**src/rtl/alu_cmd_driver_if.sv**
```systemverilog
// Opcode definitions and the command/ALU/response bundle shared by
// alu_cmd_driver and whatever drives or consumes it.
package alu_cmd_driver_pkg;
  typedef enum logic [1:0] {
    OP_ADD = 2'd0,
    OP_SUB = 2'd1,
    OP_MUL = 2'd2,
    OP_XOR = 2'd3
  } opcode_e;
endpackage

interface alu_cmd_driver_if #(
  parameter int TAG_W = 4
);
  import alu_cmd_driver_pkg::*;

  logic             cmd_valid;
  logic             cmd_ready;
  logic [7:0]       cmd_a;
  logic [7:0]       cmd_b;
  opcode_e          cmd_op;
  logic [TAG_W-1:0] cmd_tag;

  logic [7:0]       alu_a;
  logic [7:0]       alu_b;
  opcode_e          alu_op;
  logic [15:0]      alu_result;

  logic             rsp_valid;
  logic             rsp_ready;
  logic [15:0]      rsp_result;
  logic [TAG_W-1:0] rsp_tag;

  logic [15:0]      issue_count;

  // The command source and response sink side of the block.
  modport master (
    output cmd_valid, cmd_a, cmd_b, cmd_op, cmd_tag,
    input  cmd_ready,
    input  alu_a, alu_b, alu_op,
    output alu_result,
    input  rsp_valid, rsp_result, rsp_tag, issue_count,
    output rsp_ready
  );

  modport slave (
    input  cmd_valid, cmd_a, cmd_b, cmd_op, cmd_tag,
    output cmd_ready,
    output alu_a, alu_b, alu_op,
    input  alu_result,
    output rsp_valid, rsp_result, rsp_tag, issue_count,
    input  rsp_ready
  );
endinterface

```
**src/rtl/alu_cmd_driver.sv**
```systemverilog
// Queues ALU commands in a small FIFO, drives the head entry to an external
// combinational ALU and holds each result in a one-deep response register.
module alu_cmd_driver #(
  parameter int DEPTH = 4,
  parameter int TAG_W = 4
) (
  input logic           clk,
  input logic           rst_n,
  alu_cmd_driver_if.slave bus
);
  import alu_cmd_driver_pkg::*;

  localparam int PW = $clog2(DEPTH);
  localparam logic [PW:0] PTR_ONE = (PW+1)'(1);

  typedef struct packed {
    logic [7:0]       a;
    logic [7:0]       b;
    opcode_e          op;
    logic [TAG_W-1:0] tag;
  } entry_t;

  typedef enum logic {
    S_EMPTY = 1'b0,
    S_FULL  = 1'b1
  } state_e;

  entry_t           mem [DEPTH];
  entry_t           head;
  logic [PW:0]      wr_ptr;
  logic [PW:0]      rd_ptr;
  state_e           state;
  logic [15:0]      rsp_result_q;
  logic [TAG_W-1:0] rsp_tag_q;
  logic [15:0]      issue_count_q;
  logic             fifo_empty;
  logic             fifo_full;
  logic             push;
  logic             issue;

  // The extra pointer MSB tells a full FIFO apart from an empty one.
  assign fifo_empty = (wr_ptr == rd_ptr);
  assign fifo_full  = (wr_ptr[PW] != rd_ptr[PW]) &&
                      (wr_ptr[PW-1:0] == rd_ptr[PW-1:0]);
  assign push       = bus.cmd_valid && !fifo_full;
  assign issue      = !fifo_empty && ((state == S_EMPTY) || bus.rsp_ready);
  assign head       = mem[rd_ptr[PW-1:0]];

  assign bus.cmd_ready   = !fifo_full;
  assign bus.alu_a       = fifo_empty ? 8'd0 : head.a;
  assign bus.alu_b       = fifo_empty ? 8'd0 : head.b;
  assign bus.alu_op      = fifo_empty ? OP_ADD : head.op;
  assign bus.rsp_valid   = (state == S_FULL);
  assign bus.rsp_result  = rsp_result_q;
  assign bus.rsp_tag     = rsp_tag_q;
  assign bus.issue_count = issue_count_q;

  always_ff @(posedge clk) begin
    if (push) begin
      mem[wr_ptr[PW-1:0]] <= '{a: bus.cmd_a, b: bus.cmd_b,
                               op: bus.cmd_op, tag: bus.cmd_tag};
    end
  end

  // An issue refills the response register even while the previous
  // response is being taken, which gives one response per cycle.
  always_ff @(posedge clk) begin
    if (!rst_n) begin
      wr_ptr        <= '0;
      rd_ptr        <= '0;
      state         <= S_EMPTY;
      rsp_result_q  <= '0;
      rsp_tag_q     <= '0;
      issue_count_q <= '0;
    end else begin
      if (push) begin
        wr_ptr <= wr_ptr + PTR_ONE;
      end
      if (issue) begin
        rd_ptr        <= rd_ptr + PTR_ONE;
        rsp_result_q  <= bus.alu_result;
        rsp_tag_q     <= head.tag;
        issue_count_q <= issue_count_q + 16'd1;
        state         <= S_FULL;
      end else if ((state == S_FULL) && bus.rsp_ready) begin
        state <= S_EMPTY;
      end
    end
  end
endmodule

```
**src/flat_wrapper.sv**
```systemverilog
// flat-port wrapper written by rule: the top's interface ports become plain ports
module alu_cmd_driver_flat import alu_cmd_driver_pkg::*;
#(
  parameter int DEPTH = 4,
  parameter int TAG_W = 4
)
  (clk, rst_n, bus_cmd_valid, bus_cmd_a, bus_cmd_b, bus_cmd_op, bus_cmd_tag, bus_cmd_ready, bus_alu_a, bus_alu_b, bus_alu_op, bus_alu_result, bus_rsp_valid, bus_rsp_result, bus_rsp_tag, bus_issue_count, bus_rsp_ready);
  alu_cmd_driver_if #(.TAG_W(TAG_W)) bus_i ();
  input logic clk;
  input logic rst_n;
  input wire logic [$bits(bus_i.cmd_valid)-1:0] bus_cmd_valid;
  input wire logic [$bits(bus_i.cmd_a)-1:0] bus_cmd_a;
  input wire logic [$bits(bus_i.cmd_b)-1:0] bus_cmd_b;
  input wire logic [$bits(bus_i.cmd_op)-1:0] bus_cmd_op;
  input wire logic [$bits(bus_i.cmd_tag)-1:0] bus_cmd_tag;
  output wire logic [$bits(bus_i.cmd_ready)-1:0] bus_cmd_ready;
  output wire logic [$bits(bus_i.alu_a)-1:0] bus_alu_a;
  output wire logic [$bits(bus_i.alu_b)-1:0] bus_alu_b;
  output wire logic [$bits(bus_i.alu_op)-1:0] bus_alu_op;
  input wire logic [$bits(bus_i.alu_result)-1:0] bus_alu_result;
  output wire logic [$bits(bus_i.rsp_valid)-1:0] bus_rsp_valid;
  output wire logic [$bits(bus_i.rsp_result)-1:0] bus_rsp_result;
  output wire logic [$bits(bus_i.rsp_tag)-1:0] bus_rsp_tag;
  output wire logic [$bits(bus_i.issue_count)-1:0] bus_issue_count;
  input wire logic [$bits(bus_i.rsp_ready)-1:0] bus_rsp_ready;
  assign bus_i.cmd_valid = bus_cmd_valid;
  assign bus_i.cmd_a = bus_cmd_a;
  assign bus_i.cmd_b = bus_cmd_b;
  assign bus_i.cmd_op = bus_cmd_op;
  assign bus_i.cmd_tag = bus_cmd_tag;
  assign bus_cmd_ready = bus_i.cmd_ready;
  assign bus_alu_a = bus_i.alu_a;
  assign bus_alu_b = bus_i.alu_b;
  assign bus_alu_op = bus_i.alu_op;
  assign bus_i.alu_result = bus_alu_result;
  assign bus_rsp_valid = bus_i.rsp_valid;
  assign bus_rsp_result = bus_i.rsp_result;
  assign bus_rsp_tag = bus_i.rsp_tag;
  assign bus_issue_count = bus_i.issue_count;
  assign bus_i.rsp_ready = bus_rsp_ready;
  alu_cmd_driver #(.DEPTH(DEPTH), .TAG_W(TAG_W)) u_core (.clk(clk), .rst_n(rst_n), .bus(bus_i));
endmodule
```
**config.mk**
```make
export PLATFORM = sky130hd
export DESIGN_NAME = alu_cmd_driver_flat
export DESIGN_NICKNAME = d
export VERILOG_FILES = /design/src/rtl/alu_cmd_driver_if.sv /design/src/rtl/alu_cmd_driver.sv /design/src/flat_wrapper.sv
export SDC_FILE = /design/constraint.sdc
export NUM_CORES = 1
export LEC_CHECK = 0
export ABC_AREA = 1
export ABC_CLOCK_PERIOD_IN_PS = 4000
export CORE_UTILIZATION = 56
export CTS_BUF_LIST = sky130_fd_sc_hd__clkbuf_8 sky130_fd_sc_hd__clkbuf_16
export DETAILED_ROUTE_END_ITERATION = 12
export PLACE_DENSITY = 0.82
export SLEW_MARGIN = 20
export SYNTH_ARGS = -nofsm -noshare
export SYNTH_HDL_FRONTEND = slang
export SYNTH_SLANG_ARGS = --single-unit
```
**constraint.sdc**
```tcl
create_clock -name clk -period 4 [get_ports clk]
set_input_delay 0.6 -clock clk [delete_from_list [all_inputs] [get_ports clk]]
set_output_delay 0.6 -clock clk [all_outputs]
set_load 0.01 [all_outputs]
```
==> qor.yml, run 1 <==
p_total_mw: 4.90
max_slew.worst_pin.slew_ns: 0.772
seq_area_frac_synth_pct: 65.5
r2r-end: "u_core.bus.issue_count[15]$_SDFFE_PN0P_"
antenna_left: 0
clock-sinks: 133
synth_edf_count: 88
track_usage_pct: 25.4
clockRootBuffer: "clkbuf_8"
die_y_um: 100
status: "finished, final reports clean"
synth_ff_type: "edfxtp_1"
critPathKind: "flip-flop to primary output"
critPathRequiredTime_ns: 3.40
synth-seq-cells: 133
synth_fa_ha_area_share_pct: 1.39
multi_input_area_um2: 1570
num_io_pins: 98
cp.depth: 6
grt_max_degree: 46
layout_min_cycle_time_ns: 3.42
finalSetupViolations: 0
die_x_um: 100
synth.avg_cell_area_um2: 10.1
ys_warn_count: 0
tns_ns: 0
dp_hpwl_mm: 7.10
antenna_found_initial: 0
start_util_pct: 58.3
cts_tree: "done"
crit_chain: "inv_2 -> o21ai_0 -> o22ai_1 -> nand2_1 -> inv_1 -> clkdlybuf4s50_1"
async_flop_share_pct: 0
cts.clk_slew.worst_paths_ns: 0.06
regToRegSetupSlack_ns: 1.62
hold_violations: 0
rsz0062_at_grt: "no"
htreeDepth: 4
cts_hold_buf: 0
crit_end: "bus_alu_a[4]"
first_iter_violations: 196
yosysUniqueCellTypes: 27
period_share_pct: 85.6
n_antenna_cell: 0
synth_nets: 585
area_growth_syn_to_layout_pct: 30.8
drv_slew: 0
grt_overflow: 0
hp-class: "flip-flop to flip-flop"
worst_clock_skew_ns: 0.0118
grt_pass1_wl_mm: 19.3
slew_headroom_pct: 48.5
crit_path_end_kind: "primary output"
grt_pass1_vias: 4155
reg2reg_depth: 8
synthSimpleGateAreaFrac_pct: 15.5
slowest_stage: "dfxtp_1"
yosys.area_share.xor_xnor_pct: 1.29
rr_startpoint: "u_core.wr_ptr[1]$_SDFFE_PN0P_"
ctsResizeCount: 0
post_dp_cell_area_um2: 6450
fillers: 620
synth.most_common_cell: "nor2_1"
syn_inst: 537
io_buffer_count: 97
yosysTopAreaCell: "edfxtp_1"
clk_latency_ns: 0.51
dr.pass1.iters: 5
yosys.area.top_type_share_pct: 48.8
num_rows: 35
drv_cap: 0
drt-vias-per-instance: 5.36
p_leak_nw: 2.70
clock_path_buffers: 2
post_drt_wl_per_cell_um: 15.4
cp_max_fo: 44
ys_top_cells_by_count: "121 x nor2_1, 88 x edfxtp_1, 75 x nand2_1"
p_per_area_nw_per_um2: 691
crit_family: "buffers and inverters"
drc_errors: 0
cts_made_buffers: 17
fin_area_um2: 7080
slowest_delay_ns: 0.75
core_area_um2: 9280
synthMuxAreaShare_pct: 0
start_kind: "flip-flop"
holdWs_ns: 0.483
arrival_ns: 2.82
final_util_pct: 76.3
path_buf_inv: 3
layout.nets: 681
synth_compound_area_share_pct: 10.7
die-area_um2: 10100
register_area_um2: 3540
drive_gt1_share_pct: 7.74
synth_area_um2: 5410
cts_setup_buffers: 0
gp_congestion: 0.859
vias: 4151
worst_ir_drop_vdd_mv: 0.534
synth_area_leaders: "edfxtp_1 49%, dfxtp_1 17%, nor2_1 8.4%"
synth_top_family_by_area: "simple AND/OR/NAND/NOR gates"
wirelength_mm: 11.9
fmax_ghz: 0.292
## kinds of logic (layout without fill, tap and decap cells)
kind of cell / after synthesis / count (layout)
simple gates: 212 / 212
flops: 133 / 133
compound gates: 111 / 111
buf+inv: 67 / 176
xor+xnor: 8 / 8
fa+ha+maj: 6 / 6
## worst min-delay path by stage
stage,startpoint,end,slack [ns],cells after the start
detailed placement,u_core.bus.rsp_tag[2]$_SDFFE_PN0P_,u_core.bus.rsp_tag[2]$_SDFFE_PN0P_,0.47,2
CTS,u_core.bus.rsp_tag[2]$_SDFFE_PN0P_,u_core.bus.rsp_tag[2]$_SDFFE_PN0P_,0.49,2
global route,u_core.bus.rsp_tag[2]$_SDFFE_PN0P_,u_core.bus.rsp_tag[2]$_SDFFE_PN0P_,0.51,2
floorplan,u_core.rd_ptr[1]$_SDFFE_PN0P_,flip-flop,0.47,2
finish,u_core.bus.rsp_tag[2]$_SDFFE_PN0P_,u_core.bus.rsp_tag[2]$_SDFFE_PN0P_,0.48,2
global placement,u_core.bus.rsp_tag[2]$_SDFFE_PN0P_,u_core.bus.rsp_tag[2]$_SDFFE_PN0P_,0.46,2
## power by group
group	switching, mW	internal, mW
clock	0.613	1.03
combinational	0.832	0.644
sequential	0.130	1.64
## worst reg2reg max path: stages, from the launching register on
cell     delay (ns)
dfxtp_1        0.35
inv_1          0.12
nand2_1        0.06
nand2_1        0.09
nand3_2        0.43
nand2_4        0.56
inv_2          0.36
a21oi_1        0.24
nor2_1         0.06
## layout make-up
cell class / instances / area share (%)
clock inverter: 15 / 3.04
timing repair buffer: 103 / 14.3
sequential: 133 / 50.0
clock buffer: 17 / 5.85
inverter: 41 / 2.21
tap: 129 / 2.28
multi-input combinational: 337 / 22.2
## flip-flops by register name (all words and copies together) (netlist names), named ones only
name / count
u_core.bus.rsp_tag: 4
u_core.wr_ptr: 3
u_core.bus.rsp_result: 16
u_core.mem: 88
u_core.bus.rsp_valid: 1
u_core.bus.issue_count: 16
u_core.rd_ptr: 3
## per-layer routing
metal	vias up	GRT usage [%]	part of all wire [%]
met4	0	9.81	0.97
met1	1973	28.4	40
li1	2000	-	-
met2	167	46.0	52
met3	11	7.03	6.5
met5	-	0	0
## placed cells by master, fill, tap and decap left out, types with 5 or more instances in the layout
master | netlist | layout
xor2_1 | 7 | 7
nor2_2 | 1 | 5
inv_6 | 0 | 7
nor2_1 | 121 | 117
nand3_1 | 8 | 8
edfxtp_1 | 88 | 88
o22ai_1 | 18 | 18
ha_1 | 6 | 6
clkdlybuf4s50_1 | 0 | 97
clkbuf_16 | 0 | 16
o21ai_0 | 72 | 72
nand2_1 | 75 | 75
buf_4 | 4 | 6
dfxtp_1 | 45 | 45
inv_1 | 37 | 37
a21oi_1 | 17 | 17
## through the flow
| stage | cells | setup WS, ns |
|---|---|---|
| 2_1_floorplan | 537 | 1.77 |
| 3_3_place_gp | 743 | 1.28 |
| 3_5_place_dp | 743 | 1.14 |
| 4_1_cts | 775 | 0.606 |
| 5_1_grt | 775 | 0.364 |
| 6_report | 775 | 0.576 |
(Power assumes the default switching activity.)
==> run 2, diff against run 1 <==
CTS_CLUSTER_DIAMETER = 30   (was not set)
==> results of run 2 <==
The final DEF is identical to that of run 1; final timing and power are the same.
